===== config.mk =====
export PLATFORM = sky130hd
export DESIGN_NAME = io_input_port
export DESIGN_NICKNAME = d
export VERILOG_FILES = /design/src/rtl/io_input_port.sv
export SDC_FILE = /design/constraint.sdc
export NUM_CORES = 1
export LEC_CHECK = 0
export CORE_ASPECT_RATIO = 1.2
export CORE_MARGIN = 2
export CORE_UTILIZATION = 40
export CTS_CLUSTER_DIAMETER = 200
export DETAILED_ROUTE_END_ITERATION = 10
export GPL_TIMING_DRIVEN = 0
export PLACE_DENSITY = 0.72
export SLEW_MARGIN = 15
export SYNTH_ARGS = -nofsm -noshare
export SYNTH_HDL_FRONTEND = slang
export SYNTH_SLANG_ARGS = --single-unit

===== constraint.sdc =====
create_clock -name clk -period 3.5 [get_ports clk]
set_clock_uncertainty 0.05 [all_clocks]
set_input_delay 0.35 -clock clk [delete_from_list [all_inputs] [get_ports clk]]
set_output_delay 0.35 -clock clk [all_outputs]
set_load 0.005 [all_outputs]

===== src/rtl/io_input_port.sv =====
// Memory-mapped input port: synchronized switches, debounced push-buttons with
// sticky press flags (W1C) and an 8-bit press counter, read back with 1-cycle latency.
module io_input_port #(
    parameter int unsigned DEBOUNCE_CYCLES = 16
) (
    input  logic        clk,
    input  logic        reset,
    input  logic [31:0] addr,
    input  logic        memwrite,
    input  logic [31:0] writedata,
    output logic [31:0] readdata_io,
    input  logic [9:0]  SW,
    input  logic [3:0]  KEY
);

    localparam logic [15:0] DEB_LAST = 16'(DEBOUNCE_CYCLES - 1);

    typedef enum logic [2:0] {
        SEL_NONE,
        SEL_SWITCH,
        SEL_KEYLEVEL,
        SEL_KEYEDGE,
        SEL_KEYCOUNT
    } reg_sel_t;

    logic [9:0]       sw_meta, sw_sync;
    logic [3:0]       key_meta, key_sync;
    logic [3:0]       key_stable, stable_next;
    logic [3:0][15:0] deb_cnt, deb_cnt_next;
    logic [3:0]       press;
    logic [2:0]       press_cnt;
    logic [3:0]       key_edge, edge_next;
    logic [7:0]       key_count, count_next;
    logic [31:0]      rd_next;
    reg_sel_t         sel;

    // Address bits outside the decode and data bits above the key lanes are don't-care.
    logic unused_bits;
    assign unused_bits = ^{addr[31:9], addr[7:6], addr[1:0], writedata[31:4]};

    always_comb begin
        sel = SEL_NONE;
        if (addr[8]) begin
            if (addr[2])      sel = SEL_SWITCH;
            else if (addr[3]) sel = SEL_KEYLEVEL;
            else if (addr[4]) sel = SEL_KEYEDGE;
            else if (addr[5]) sel = SEL_KEYCOUNT;
        end
    end

    always_comb begin
        stable_next  = key_stable;
        deb_cnt_next = '0;
        press        = '0;
        press_cnt    = '0;
        for (int unsigned i = 0; i < 4; i++) begin
            if (key_sync[i] != key_stable[i]) begin
                if (deb_cnt[i] == DEB_LAST) begin
                    stable_next[i] = key_sync[i];
                    press[i]       = ~key_sync[i];
                end else begin
                    deb_cnt_next[i] = deb_cnt[i] + 16'd1;
                end
            end
            press_cnt = press_cnt + 3'(press[i]);
        end
    end

    // A press landing on the same edge as a W1C keeps its flag set.
    always_comb begin
        edge_next  = key_edge;
        count_next = key_count + {5'b0, press_cnt};
        if (memwrite && sel == SEL_KEYEDGE)
            edge_next = key_edge & ~writedata[3:0];
        if (memwrite && sel == SEL_KEYCOUNT)
            count_next = {5'b0, press_cnt};
        edge_next = edge_next | press;
    end

    always_comb begin
        rd_next = '0;
        case (sel)
            SEL_SWITCH:   rd_next = {22'b0, sw_sync};
            SEL_KEYLEVEL: rd_next = {28'b0, ~key_stable};
            SEL_KEYEDGE:  rd_next = {28'b0, key_edge};
            SEL_KEYCOUNT: rd_next = {24'b0, key_count};
            default:      rd_next = '0;
        endcase
    end

    always_ff @(posedge clk or negedge reset) begin
        if (!reset) begin
            sw_meta     <= '0;
            sw_sync     <= '0;
            key_meta    <= '1;
            key_sync    <= '1;
            key_stable  <= '1;
            deb_cnt     <= '0;
            key_edge    <= '0;
            key_count   <= '0;
            readdata_io <= '0;
        end else begin
            sw_meta     <= SW;
            sw_sync     <= sw_meta;
            key_meta    <= KEY;
            key_sync    <= key_meta;
            key_stable  <= stable_next;
            deb_cnt     <= deb_cnt_next;
            key_edge    <= edge_next;
            key_count   <= count_next;
            readdata_io <= rd_next;
        end
    end

endmodule


==> results of run 1 <==
==> synth_stat cells, types with 3 or more instances <==
library cell,number,area share
a21bo_2,3,0.0057
a21oi_1,11,0.010
a22o_1,4,0.0066
a32o_1,4,0.0076
and3_1,14,0.017
buf_2,4,0.0038
buf_4,22,0.031
clkbuf_1,5,0.0036
dfrtp_1,106,0.50
dfstp_2,12,0.060
ha_1,9,0.021
inv_1,14,0.010
mux2_2,4,0.0085
nand2_1,30,0.021
nand3_1,22,0.021
nand4_1,17,0.020
nor2_1,67,0.048
nor2b_1,7,0.0083
nor3_1,15,0.014
nor4_1,24,0.028
o21ai_0,8,0.0076
or3_1,3,0.0036
or3b_2,3,0.0050
xnor2_1,45,0.075
xor2_1,16,0.027
==> where the power goes <==
group / switching, mW / internal [mW] / total [mW]
Combinational: 0.102 / 0.110 / 0.211
Clock: 0.639 / 1.19 / 1.83
Sequential: 0.0491 / 1.43 / 1.48
Total: 0.790 / 2.73 / 3.52
==> worst min path at each step <==
stage | start | endpoint | slack [ns] | depth (start not counted)
after CTS | KEY[0] | key_meta[0] | 0.27 | 1
after floorplan | reset | deb_cnt[0] | 0.004 | 0
final | KEY[0] | key_meta[0] | 0.29 | 1
after detailed placement | reset | deb_cnt[4] | 0.29 | 1
after global placement | sw_meta[9] | sw_sync[9] | 0.28 | 0
after global routing | KEY[1] | key_meta[1] | 0.28 | 1
==> layout make-up <==
| cell class | instances | area, um2 |
|---|---|---|
| Clock inverter | 15 | 203 |
| Multi-Input combinational cell | 346 | 2300 |
| Clock buffer | 17 | 425 |
| Fill cell | 1084 | 6240 |
| Timing Repair Buffer | 46 | 457 |
| Tap cell | 168 | 210 |
| Sequential cell | 118 | 2970 |
| Buffer | 31 | 204 |
| Inverter | 14 | 52.6 |
==> state kept, by name, indices dropped and copies added, names as in the netlist <==
signal	flops
deb_cnt	64
readdata_io	10
sw_meta	10
key_stable	4
key_sync	4
key_count	8
sw_sync	10
key_edge	4
key_meta	4
==> repair_timing <==
action	CTS	global route
setup buffers	6	3
hold buffers	1	0
pin swaps	7	11
endpoints found under the setup margin	6	6
endpoints found under the hold margin	52	0
resized for setup	16	15
==> cells by family (layout without fill, tap and decap cells) <==
family | Yosys count | after routing | share of synthesized area
flip-flops | 118 | 118 | 0.562
adder cells (fa/ha/maj) | 11 | 11 | 0.0289
AND/OR/NAND/NOR | 213 | 213 | 0.205
multiplexers | 4 | 4 | 0.00853
AO/OA/AOI/OAI | 35 | 35 | 0.0455
XOR/XNOR | 61 | 61 | 0.101
other | 1 | 22 | 0.000710
buffers and inverters | 45 | 123 | 0.0486
==> per-stage QoR <==
step                      area, um2   util
after floorplan                5370      -
after global placement         5930  0.454
after detailed placement       5960  0.456
after CTS                      6740  0.516
after global routing           6820  0.522
final                          6820  0.522
==> routing by layer <==
layer | up-vias | part of all wire | wire length, um | GRT usage
met3 | 19 | 0.055 | 608 | 0.0594
met1 | 1929 | 0.41 | 4570 | 0.193
met2 | 116 | 0.52 | 5710 | 0.272
met4 | 0 | 0.018 | 197 | 0.0671
li1 | 1816 | - | - | -
met5 | - | 0 | 0 | 0
==> run metrics, run 1 <==
Critical Path Fanout Max=3; Mean Syn Cell Area=10.8 um2; diode count=0; Worst Hold Class=in2reg; Cell Pwr Density=516 nW/um2; RSZ-0062 raised after global routing=true; CP Buf/Inv Count=1; vias=3,880; Worst Path Arrival=3.77 ns; Startpoint Class=register; CTS tree=done; total power draw=3.52 mW; worst r2r src=deb_cnt[22]; Clock Latency Late Sink=0.41 ns; # IOs=113; CTS clk-pin slew, worst paths=0.06 ns; Mapped Cells=488; Setup WS post-layout=0.0126 ns; fmax=287 MHz; number of synthesized flops with an enable pin=0; first-pass GRT wire length=17,900 um; Ys Warns=0; count of final hold-check violations=0; die height=130 um; Period minus WS final=3.49 ns; Finished Layout Cells=755; Async SR Flop Fraction=1.00; Crit-path slowest cell=fa_1; initial core utilization=0.404; dpl hpwl=7050 um; vias per std cell=5.14; DRT Pass-1 Iters=4; Primary FF master, synth=dfrtp_1; mapped cell area=5280 um2; Min Hold Slack=0.287 ns; DR WL/cell=14.7 um; Routed WL=11,100 um; r2r setup slk=0.01 ns; Final #Nets=666; Slew @ Worst Pin=0.512 ns; register area share after synthesis=0.562; Max stage delay on crit path=0.51 ns; Die Wd=109 um; maximum VDD drop=367 uV; status=completed; WP depth=12; CTS root buffer=clkbuf_16; Clock Sink Count=118; # DRC=0; P_leak=2.91 nW; R2R depth=12; pin count of the biggest net entering global routing=64; CP endpoint kind=register; Critical Path RT=3.79 ns; placed instance count=713; Critical Path, Cell by Cell=nor4_2, nand4_1, or3b_4, fa_1, inv_1, ha_2, ha_4, ha_4, a21o_1, a21oi_4, or3_4, a21oi_2; Die ar.=14,100 um2; delay-heaviest family, CP=simple AND/OR/NAND/NOR gates; Clock Tree Buf Depth=2; post-route ant nets=0; grt ovf=0; Yosys reg bits=118; DR iter-0 viols=149; Setup crit end=key_count[7]; Port Buffers=35; endpoints failing setup=0; synth-to-layout area growth=29.2%; most used cell, CP=ha_4; R2R Path End=key_count[7]; number of buffers created by CTS=17; max_slew headroom=0.659; crit path from=deb_cnt[22]; most frequent cells in the layout=dfrtp_1 (102), nor2_1 (67), xnor2_1 (45), clkdlybuf4s50_1 (34), buf_4 (31); Cell variety after synth=41; pre-CTS WS=-0.287 ns; H-tree depth=4; Final Wtd Congestion=0.838; setup_tns=0 ns; Crit Path Class=reg2reg; Max Cap Violations=0; vias in the first global route=3,802; GRT Overall Usage=0.164; Row Count=46; initial antenna violation count=0; Core ar.=13,100 um2; ratio of cells with drive above 1 in the final layout=0.203; commonest non-fill, non-tap cell in the layout=dfrtp_1; fin crit share=0.996; max-slew violation count=0
Note: power is estimated with default switching activity, not from simulation.
==> run 2, diff against run 1 <==
Settings changed: SKIP_LAST_GASP set to 1.
==> results of run 2 <==
The final DEF is identical to that of run 1; final timing and power are the same.
